## config.mk

```make
export PLATFORM = sky130hd
export DESIGN_NAME = instr_fetch
export DESIGN_NICKNAME = d
export VERILOG_FILES = /design/src/rtl/instr_fetch.sv
export SDC_FILE = /design/constraint.sdc
export NUM_CORES = 1
export LEC_CHECK = 0
export CAP_MARGIN = 20
export CORE_MARGIN = 1.5
export CORE_UTILIZATION = 52
export DETAILED_ROUTE_END_ITERATION = 10
export GPL_TIMING_DRIVEN = 0
export PLACE_DENSITY = 0.8
export SYNTH_ARGS = -nofsm -noshare
export SYNTH_HDL_FRONTEND = slang
export SYNTH_SLANG_ARGS = --single-unit
```

## constraint.sdc

```tcl
create_clock -name CLK -period 3.6 [get_ports CLK]
set_input_delay 0.72 -clock CLK [delete_from_list [all_inputs] [get_ports CLK]]
set_output_delay 0.72 -clock CLK [all_outputs]
set_load 0.02 [all_outputs]
```

## src/rtl/instr_fetch.sv

```systemverilog
// rtl/instr_fetch.sv - byte-serial instruction fetch stage; optional fetch timeout under `ifdef IFETCH_TIMEOUT_EN
module instr_fetch #(
   parameter logic [31:0] NOP_INSTR = 32'h0000_0000,
   parameter int unsigned TIMEOUT   = 15
) (
   input  logic        CLK,
   input  logic        RESET,
   input  logic [31:0] PC,
   output logic        MEM_REQ,
   output logic [31:0] MEM_ADDR,
   input  logic [7:0]  MEM_DATA,
   input  logic        MEM_VALID,
   output logic [31:0] INSTRUCTION,
   output logic        INSTR_VALID,
   output logic        STALL,
   output logic        FAULT
);

   typedef enum logic [1:0] {
      S_IDLE  = 2'd0,
      S_FETCH = 2'd1,
      S_HOLD  = 2'd2
   } state_t;

   state_t      state_q, state_d;
   logic [31:0] fpc_q, fpc_d;
   logic [1:0]  idx_q, idx_d;
   logic [23:0] asm_q, asm_d;
   logic [31:0] instr_q, instr_d;
   logic        valid_q, valid_d;
   logic        req_q, req_d;
   logic [31:0] addr_q, addr_d;
   logic        stall_q, stall_d;
   logic        handshake;

`ifdef IFETCH_TIMEOUT_EN
   localparam logic [7:0] TO_LAST = 8'(TIMEOUT - 1);
   logic [7:0] cnt_q, cnt_d;
   logic       fault_q, fault_d;
`endif

   assign handshake = req_q & MEM_VALID;

   always_comb begin
      state_d = state_q;
      fpc_d   = fpc_q;
      idx_d   = idx_q;
      asm_d   = asm_q;
      instr_d = instr_q;
      valid_d = valid_q;
      req_d   = req_q;
      addr_d  = addr_q;
      stall_d = stall_q;
`ifdef IFETCH_TIMEOUT_EN
      cnt_d   = cnt_q;
      fault_d = fault_q;
`endif
      case (state_q)
         S_IDLE: begin
            fpc_d   = PC;
            idx_d   = 2'd0;
            addr_d  = PC;
            req_d   = 1'b1;
            stall_d = 1'b1;
            valid_d = 1'b0;
            state_d = S_FETCH;
`ifdef IFETCH_TIMEOUT_EN
            cnt_d   = 8'd0;
`endif
         end
         S_FETCH: begin
            if (handshake) begin
`ifdef IFETCH_TIMEOUT_EN
               cnt_d = 8'd0;
`endif
               if (idx_q != 2'd3) begin
                  case (idx_q)
                     2'd0:    asm_d[23:16] = MEM_DATA;
                     2'd1:    asm_d[15:8]  = MEM_DATA;
                     default: asm_d[7:0]   = MEM_DATA;
                  endcase
                  idx_d  = idx_q + 2'd1;
                  addr_d = fpc_q + {30'd0, idx_q} + 32'd1;
               end else begin
                  instr_d = {asm_q, MEM_DATA};
                  valid_d = 1'b1;
                  stall_d = 1'b0;
                  req_d   = 1'b0;
                  state_d = S_HOLD;
               end
            end
`ifdef IFETCH_TIMEOUT_EN
            // a handshake on the same edge takes priority over the timeout
            else if (cnt_q == TO_LAST) begin
               instr_d = NOP_INSTR;
               valid_d = 1'b1;
               fault_d = 1'b1;
               stall_d = 1'b0;
               req_d   = 1'b0;
               cnt_d   = 8'd0;
               state_d = S_HOLD;
            end else begin
               cnt_d = cnt_q + 8'd1;
            end
`endif
         end
         S_HOLD: begin
            if (PC != fpc_q) begin
               fpc_d   = PC;
               idx_d   = 2'd0;
               addr_d  = PC;
               req_d   = 1'b1;
               stall_d = 1'b1;
               valid_d = 1'b0;
               state_d = S_FETCH;
`ifdef IFETCH_TIMEOUT_EN
               cnt_d   = 8'd0;
`endif
            end
         end
         default: state_d = S_IDLE;
      endcase
   end

   always_ff @(posedge CLK) begin
      if (RESET) begin
         state_q <= S_IDLE;
         fpc_q   <= 32'd0;
         idx_q   <= 2'd0;
         asm_q   <= 24'd0;
         instr_q <= 32'd0;
         valid_q <= 1'b0;
         req_q   <= 1'b0;
         addr_q  <= 32'd0;
         stall_q <= 1'b1;
      end else begin
         state_q <= state_d;
         fpc_q   <= fpc_d;
         idx_q   <= idx_d;
         asm_q   <= asm_d;
         instr_q <= instr_d;
         valid_q <= valid_d;
         req_q   <= req_d;
         addr_q  <= addr_d;
         stall_q <= stall_d;
      end
   end

`ifdef IFETCH_TIMEOUT_EN
   always_ff @(posedge CLK) begin
      if (RESET) begin
         cnt_q   <= 8'd0;
         fault_q <= 1'b0;
      end else begin
         cnt_q   <= cnt_d;
         fault_q <= fault_d;
      end
   end
   assign FAULT = fault_q;
`else
   assign FAULT = 1'b0;
`endif

   assign MEM_REQ     = req_q;
   assign MEM_ADDR    = addr_q;
   assign INSTRUCTION = instr_q;
   assign INSTR_VALID = valid_q;
   assign STALL       = stall_q;

endmodule

```

Yosys cells after proc, flatten, opt, wreduce, memory -nomap -nowiden

Index checks and enable logic that the tools add are counted.

Bits in read-only memories: 0
Memories kept: 0
Latch bits: 0
Bits in writable memories: 0
Bits of input ports: 43
Register bits after elaboration: 127
Logic and storage cells: 60
Output and inout port bits: 68

Add/subtract/negate cells: 3
Equality and inequality tests: 9
Multiply operators: 0
Shifts and indexed selects: 0
Multiplexer cells: 21
Divide/modulo/power cells: 0
Bitwise gates (word level): 3
Reduce and logical (&&, ||, !) cells: 13
Order comparisons: 0

Operators with widths:

| operator                                       | number |
|---|---|
| 2-to-1 mux 32 bit                              | 3 |
| one-hot mux 32 bit (3 select lines)            | 1 |
| one-hot mux 32 bit (2 select lines)            | 1 |
| adder 32 x 1 -> 32 bit (second input constant) | 1 |
| adder 32 x 2 -> 32 bit                         | 1 |
| != test 32 bit                                 | 1 |
| AND reduction 4 bit                            | 5 |
| 2-to-1 mux 2 bit                               | 6 |
| one-hot mux 2 bit (3 select lines)             | 2 |
| != test 2 bit (second input constant)          | 5 |
| 2-to-1 mux 1 bit                               | 6 |
| one-hot mux 1 bit (3 select lines)             | 2 |
| AND reduction 3 bit                            | 2 |
| == test 2 x 1 -> 1 bit (second input constant) | 2 |
| logical NOT 2 bit                              | 2 |
| nonzero test 3 bit                             | 1 |
| adder 2 x 1 -> 2 bit (second input constant)   | 1 |
| == test 2 bit (second input constant)          | 1 |
| inverter 1 bit                                 | 2 |
| AND reduction 2 bit                            | 1 |
| nonzero test 2 bit                             | 1 |
| OR reduction 2 bit                             | 1 |
| bitwise AND 1 bit                              | 1 |

Logic depth before layout (Yosys ltp)

Gate-level depths: netlist of the first run.

Depth in word-level cells: 5
Gate-level depth with buffers: 11
Depth with buffers taken out: 9

Least setup slack after synthesis of the first run

No wires, ideal clock.

Path kind: register to register
Start point: register idx_q[0]
End point: register addr_q[20] (netlist: MEM_ADDR[20])
Path buffers: 2
Setup time: 0.070 ns
Clock period less this slack: 2.502 ns
Stages on the path, launching flop included: 12
Slack: 1.098 ns
Arrival: 2.432 ns
Cells stage by stage: dfxtp_1 -> inv_1 -> ha_1 -> fa_1 -> and4b_1 -> clkbuf_2 -> and4_1 -> buf_2 -> nand4_1 -> xor2_1 -> a211o_1 -> a21oi_1

Longest elaborated chain between the ends: 5
Elaborated cells on any way between the ends: 8

RTL lines:

| item                                | RTL line | text |
|---|---|---|
| start: declaration                  | 27       | `logic [1:0] idx_q, idx_d;` |
| start signal: assignment            | 139      | `idx_q <= idx_d;` |
| adder 32 x 2 -> 32 bit              | 83       | `addr_d = fpc_q + {30'd0, idx_q} + 32'd1;` |
| adder 32 x 1 -> 32 bit              | 83       |  |
| 2-to-1 mux 32 bit                   | 76       | `if (idx_q != 2'd3) begin` |
| 2-to-1 mux 32 bit                   | 72       | `if (handshake) begin` |
| one-hot mux 32 bit (3 select lines) | 58       | `case (state_q)` |
| end signal: assignment              | 144      | `addr_q <= addr_d;` |
| end: declaration                    | 32       | `logic [31:0] addr_q, addr_d;` |

Several ways; a longest one is shown, not always the timed one. The select of a mux whose other input is x is not followed.
A chain may end at the register's enable or synchronous reset.

Worst setup path in the final report of the first run

Ends and elaborated chain as after synthesis.

==> out/metrics.csv, run 1 <==
metric,value,unit
multi_input_area,3119,µm²
min-delay-path-class,flip-flop to flip-flop,
layout_common_cells,"127 x dfxtp_1, 108 x clkdlybuf4s50_1, 107 x nand2_1",
crit_required,3950,ps
via_per_inst,5.711,
coreArea,10980,µm²
drt_drc_violations_left,0,
mostFrequentLayoutCell,dfxtp_1,
setup_viol_count_final,0,
pwr-share-comb,14.8,%
fmax,0.3444,GHz
register_area,2542,µm²
die_x,109.9,µm
tightestPinTransition,689.4,ps
synth_area_per_cell,8.534,µm²
cts_resized,0,
cts-htree-levels,4,
yosysTopAreaCellShare,42.81,%
root_buffer,clkbuf_16,
cp-start-kind,flip-flop,
path_class,flip-flop to flip-flop,
yosysUniqueCellTypes,45,
final_max_slew_viol_count,0,
hpwl,12640,µm
fillers,853,
ys_ff_latch,127,
fin_worst_skew,8.648,ps
antenna_cells,0,
die_h,109.9,µm
vdd_drop_max,476.1,µV
grt_pass1_wl,27140,µm
rsz0062_at_grt,no,
p_total,3.650,mW
nets,874,
hold_depth,2,
synth-seq-area-share,42.81,%
clockPowerShare,43.3,%
die-area,12070,µm²
path_max_fanout,7,
finalHoldViolCount,0,
syn_area,5939,µm²
area.growth.synth_to_final,30.31,%
gp_congestion,0.9146,
synth_edf_count,0,
grt-ovfl-total,0,
clk_latency,420,ps
critical_path_arrival,3250,ps
leakage,3.084,nW
grtUsageTotal,30.08,%
synthFlopType,dfxtp_1,
wl_per_cell,17.78,µm
final_cells,976,
switching_share,26.65,%
cts_hold_buf,0,
synthTopCellsByArea,"dfxtp_1 43%, mux2i_1 9.9%, nand2_1 6.8%, nor2_1 5.9%, xnor2_1 5.8%",
layout-drive-gt1-share,6.699,%
setup_slack,696.3,ps
start_util,54.08,%
drv_cap,0,
grt_start_max_net_pins,17,
layout_worst_path_cycle_share,80.66,%
cts_sinks,127,
pwr-share-seq,41.9,%
antenna_found_initial,0,
worstRegToRegCells,11,
drt-pass1-iter-count,7,
fin_crit,2904,ps
syn_nets,747,
power_density,471.6,nW/µm²
drt_wl_total,17360,µm
cts_inserted_buffers,17,
holdWs,450.9,ps
cts_buffer_depth,2,
setup_tns,0,ps
end_kind,flip-flop,
drt_iter0_markers,511,
path_clk_slew,50,ps
switchingPower,0.9727,mW
postCtsSetupBuffers,0,
grt_pass1_vias,5390,
synthArstFlopShare,0,%
relSlewSlack,53.90,%
yosysWarnings,0,
io_pins,111,
status,"finished, final reports clean",
num_vias,5574,
detail-route-antenna-nets,0,
dp_slack,438.0,ps
internal_power,2.677,mW
syn-instance-count,696,
cts_tree,done,
synth_top_area_cell,dfxtp_1,
rows,38,
dp_cells,944,
io_buffer_count,108,
[path summary, 6_finish.rpt]
kind                             from                         to  slack [ps]
max reg2reg     idx_q[0]$_SDFFE_PP0P_  MEM_ADDR[20]$_SDFFE_PP0P_         700
min reg2reg  MEM_ADDR[7]$_SDFFE_PP0P_   MEM_ADDR[7]$_SDFFE_PP0P_         450
max             idx_q[0]$_SDFFE_PP0P_  MEM_ADDR[20]$_SDFFE_PP0P_         700
min          MEM_ADDR[7]$_SDFFE_PP0P_   MEM_ADDR[7]$_SDFFE_PP0P_         450
[kinds of logic after synthesis]
group | synth area share (%)
and+or+nand+nor | 20.01
DFF | 42.81
AOI/OAI and AO/OA | 12.13
buffers and inverters | 4.677
muxes | 9.943
xor gates and xnor gates | 8.553
adders and majority gates | 1.812
other | 0.06314
[per-stage QoR]
stage	utilization, %	instance area, µm²
2_1_floorplan	-	5939
3_3_place_gp	65.52	7196
3_5_place_dp	65.52	7196
4_1_cts	70.47	7740
5_1_grt	70.47	7740
6_report	70.47	7740
[metal layers]
layer	routed length, µm	up-vias	global-route usage (%)
li1	-	2617	-
met3	1338	46	6.461
met5	0	-	0
met2	8166	255	47.96
met4	494	0	12.24
met1	7357	2656	39.48
[synth_stat cells, drive strengths merged, types with 3 or more instances]
library cell    n
dfxtp         127
nand2         107
nor2           95
a21oi          67
mux2i          59
xnor2          39
clkbuf         32
a211o          28
nand4          20
buf            19
xor2           19
nand3          15
inv            11
nor3            8
and3            7
ha              7
and4            4
and2            3
nand2b          3
o21ai           3
[registers in the layout, indices dropped and copies added (netlist names)]
name / count
INSTR_VALID: 1
asm_q: 24
idx_q: 2
INSTRUCTION: 32
MEM_REQ: 1
MEM_ADDR: 32
fpc_q: 32
state_q: 2
STALL: 1
[power groups by stage]
stage | logic, mW | clock network [mW] | registers (mW)
6_report | 0.541 | 1.58 | 1.53
5_1_grt | 0.577 | 1.66 | 1.54
3_5_place_dp | 0.529 | 0 | 1.56
4_1_cts | 0.534 | 1.59 | 1.53
3_3_place_gp | 0.518 | 0 | 1.55
2_1_floorplan | 0.271 | 0 | 1.59
[worst max-delay path, cell delays in order, from the launching register on]
cell,delay (ps)
dfxtp_1,400
inv_1,130
ha_1,230
fa_1,430
and4b_1,270
clkbuf_2,200
and4_1,220
buf_2,210
nand4_1,140
xor2_1,170
a211o_1,290
a21oi_1,150
[cell type report]
cell class / instances / share of cell area [%]
Tap cell: 140 / 2.263
Timing Repair Buffer: 108 / 13.97
Buffer: 51 / 3.055
Sequential cell: 127 / 32.85
Clock buffer: 22 / 5.868
Multi-Input combinational cell: 507 / 40.30
Clock inverter: 10 / 1.164
Inverter: 11 / 0.5335
(Power assumes the default switching activity.)
==> inputs of run 2 (changes only) <==
CORE_UTILIZATION = 47   (was 52)
PLACE_DENSITY = 0.76   (was 0.8)
clock period = 2.3 ns   (was 3.6 ns; I/O delays follow)
==> out/metrics.csv, run 2 (synthesized netlist as in run 1, its figures left out) <==
metric,value,unit,change
status,finished with violations,,"was finished, final reports clean"
violations,negative setup slack,,
end_kind,flip-flop,,unchanged
path_class,flip-flop to flip-flop,,unchanged
wl_per_cell,17.38,µm,was 17.78 µm
critical_path_arrival,2700,ps,was 3250 ps
path_clk_slew,60,ps,was 50 ps
power_density,756.8,nW/µm²,was 471.6 nW/µm²
cts-htree-levels,4,,unchanged
area.growth.synth_to_final,37.58,%,was 30.31%
detail-route-antenna-nets,0,,unchanged
clockPowerShare,46.8,%,was 43.3%
post-route-util,67.19,%,was 70.47%
path_max_fanout,7,,unchanged
fin_crit,2352,ps,was 2904 ps
rsz0062_at_grt,yes,,was no
layout_worst_path_cycle_share,102.3,%,was 80.66%
cts_buffer_depth,2,,unchanged
crit_required,2650,ps,was 3950 ps
start_util,48.84,%,was 54.08%
drv_cap,0,,unchanged
cp-start-kind,flip-flop,,unchanged
grt-ovfl-total,0,,unchanged
hpwl,12300,µm,was 12640 µm
die-area,13320,µm²,was 12070 µm²
vdd_drop_max,402.3,µV,was 476.1 µV
setup_viol_count_final,4,,was 0
final_max_slew_viol_count,0,,unchanged
layout_common_cells,"123 x dfxtp_1, 107 x nand2_1, 101 x clkdlybuf4s50_1",,"was 127 x dfxtp_1, 108 x clkdlybuf4s50_1, 107 x nand2_1"
cp_slowest_cell,dfxtp_2,,was fa_1
leakage,3.333,nW,was 3.084 nW
tightestPinTransition,579.9,ps,was 689.4 ps
rows,40,,was 38
drt-pass1-iter-count,7,,unchanged
grt_pass1_wl,27100,µm,was 27140 µm
die_h,115.4,µm,was 109.9 µm
die_x,115.4,µm,was 109.9 µm
min-delay-path-class,input pin to flip-flop,,was flip-flop to flip-flop
clk_latency,420,ps,about the same
cts_sinks,127,,unchanged
p_total,6.184,mW,was 3.650 mW
slowest_delay,340,ps,was 430 ps
relSlewSlack,61.34,%,was 53.90%
layout-drive-gt1-share,11.81,%,was 6.699%
cts_inserted_buffers,17,,unchanged
drt_wl_total,17640,µm,was 17360 µm
cts_tree,done,,unchanged
fin_worst_skew,7.563,ps,was 8.648 ps
switching_share,25.67,%,was 26.65%
coreArea,12160,µm²,was 10980 µm²
num_vias,5587,,was 5574
fillers,926,,was 853
setup_tns,-130.3,ps,was 0 ps
dpl_cell_area,7253,µm²,was 7196 µm²
setup_slack,-52.45,ps,was 696.3 ps
design_area,8172,µm²,was 7740 µm²
finalHoldViolCount,0,,unchanged
grt_pass1_vias,5280,,was 5390
drt_drc_violations_left,0,,unchanged
root_buffer,clkbuf_16,,unchanged
internal_power,4.597,mW,was 2.677 mW
antenna_cells,0,,unchanged
pwr-share-seq,38.7,%,was 41.9%
antenna_found_initial,0,,unchanged
mostFrequentLayoutCell,dfxtp_1,,unchanged
via_per_inst,5.504,,was 5.711
drt_iter0_markers,437,,was 511
nets,885,,was 874
switchingPower,1.587,mW,was 0.9727 mW
io_buffer_count,108,,unchanged
worstPathCellList,"inv_2, ha_4, fa_2, and4b_1, clkbuf_8, and4_4, nand3_2, xor2_1, a211o_1, a21oi_2",,"was inv_1, ha_1, fa_1, and4b_1, clkbuf_2, and4_1, buf_2, nand4_1, xor2_1, a211o_1, a21oi_1"
gp_congestion,0.9008,,was 0.9146
io_pins,111,,unchanged
grt_start_max_net_pins,17,,unchanged
fmax,0.4251,GHz,was 0.3444 GHz
pwr-share-comb,14.5,%,was 14.8%
dp_slack,-518.9,ps,was 438.0 ps
grtUsageTotal,26.54,%,was 30.08%
-- run 2: what timing repair did --
item	4_1_cts	5_1_grt
hold buffers	0	0
pin swaps	15	16
setup buffers	8	5
resized for setup	16	37
setup endpoints to repair	58	67
-- run 2: power groups by stage --
stage	Clock, mW	Sequential [mW]	Combinational (mW)
after floorplan	0	2.48	0.428
after global placement	0	2.43	0.811
after detailed placement	0	2.44	0.825
after CTS	2.90	2.39	0.850
after global routing	3.01	2.41	0.956
final	2.89	2.39	0.896
-- run 2: metrics by stage --
| step | hold WS [ps] | cells |
|---|---|---|
| after detailed placement | 443.2 | 972 |
| after global routing | 453.9 | 1015 |
| after global placement | 441.9 | 972 |
| final | 416.4 | 1015 |
| after floorplan | 431.6 | 696 |
| after CTS | 454.2 | 1012 |
-- run 2: path summary, 6_finish.rpt --
kind	depth (start not counted)	start	slack (ps)	end
setup reg to reg	10	fpc_q[0]$_SDFFE_PP0P_	-50	MEM_ADDR[26]$_SDFFE_PP0P_
hold reg to reg	2	MEM_ADDR[8]$_SDFFE_PP0P_	450	MEM_ADDR[8]$_SDFFE_PP0P_
setup / recovery	10	fpc_q[0]$_SDFFE_PP0P_	-50	MEM_ADDR[26]$_SDFFE_PP0P_
hold / removal	3	PC[30]	420	fpc_q[30]$_SDFFE_PP0P_
-- run 2: layout make-up --
| type | count | area, µm² | area share, % |
|---|---|---|---|
| plain buffers | 50 | 276.5 | 3.384 |
| clock buffers | 20 | 456.7 | 5.589 |
| clock inverters | 12 | 183.9 | 2.251 |
| inverters | 11 | 43.79 | 0.5359 |
| multi-input cells | 507 | 3258 | 39.87 |
| flip-flops and latches | 127 | 2550 | 31.21 |
| well taps | 168 | 210.2 | 2.572 |
| repair buffers | 120 | 1192 | 14.59 |
-- run 2: per-layer routing --
layer	global-route usage, %	vias to the layer above	routed length (µm)
li1	-	2651	-
met1	35.59	2671	7664
met2	42.72	230	8368
met3	5.073	35	1249
met4	9.712	0	358
met5	0	-	0
-- run 2: worst max-delay path: cells and delay by family (launching register included) --
| kind | cells | cell delay (ps) |
|---|---|---|
| and+or+nand+nor | 3 | 650 |
| adders and majority gates | 2 | 480 |
| AOI/OAI and AO/OA | 2 | 450 |
| DFF | 1 | 340 |
| buffers and inverters | 2 | 190 |
| xor gates and xnor gates | 1 | 160 |
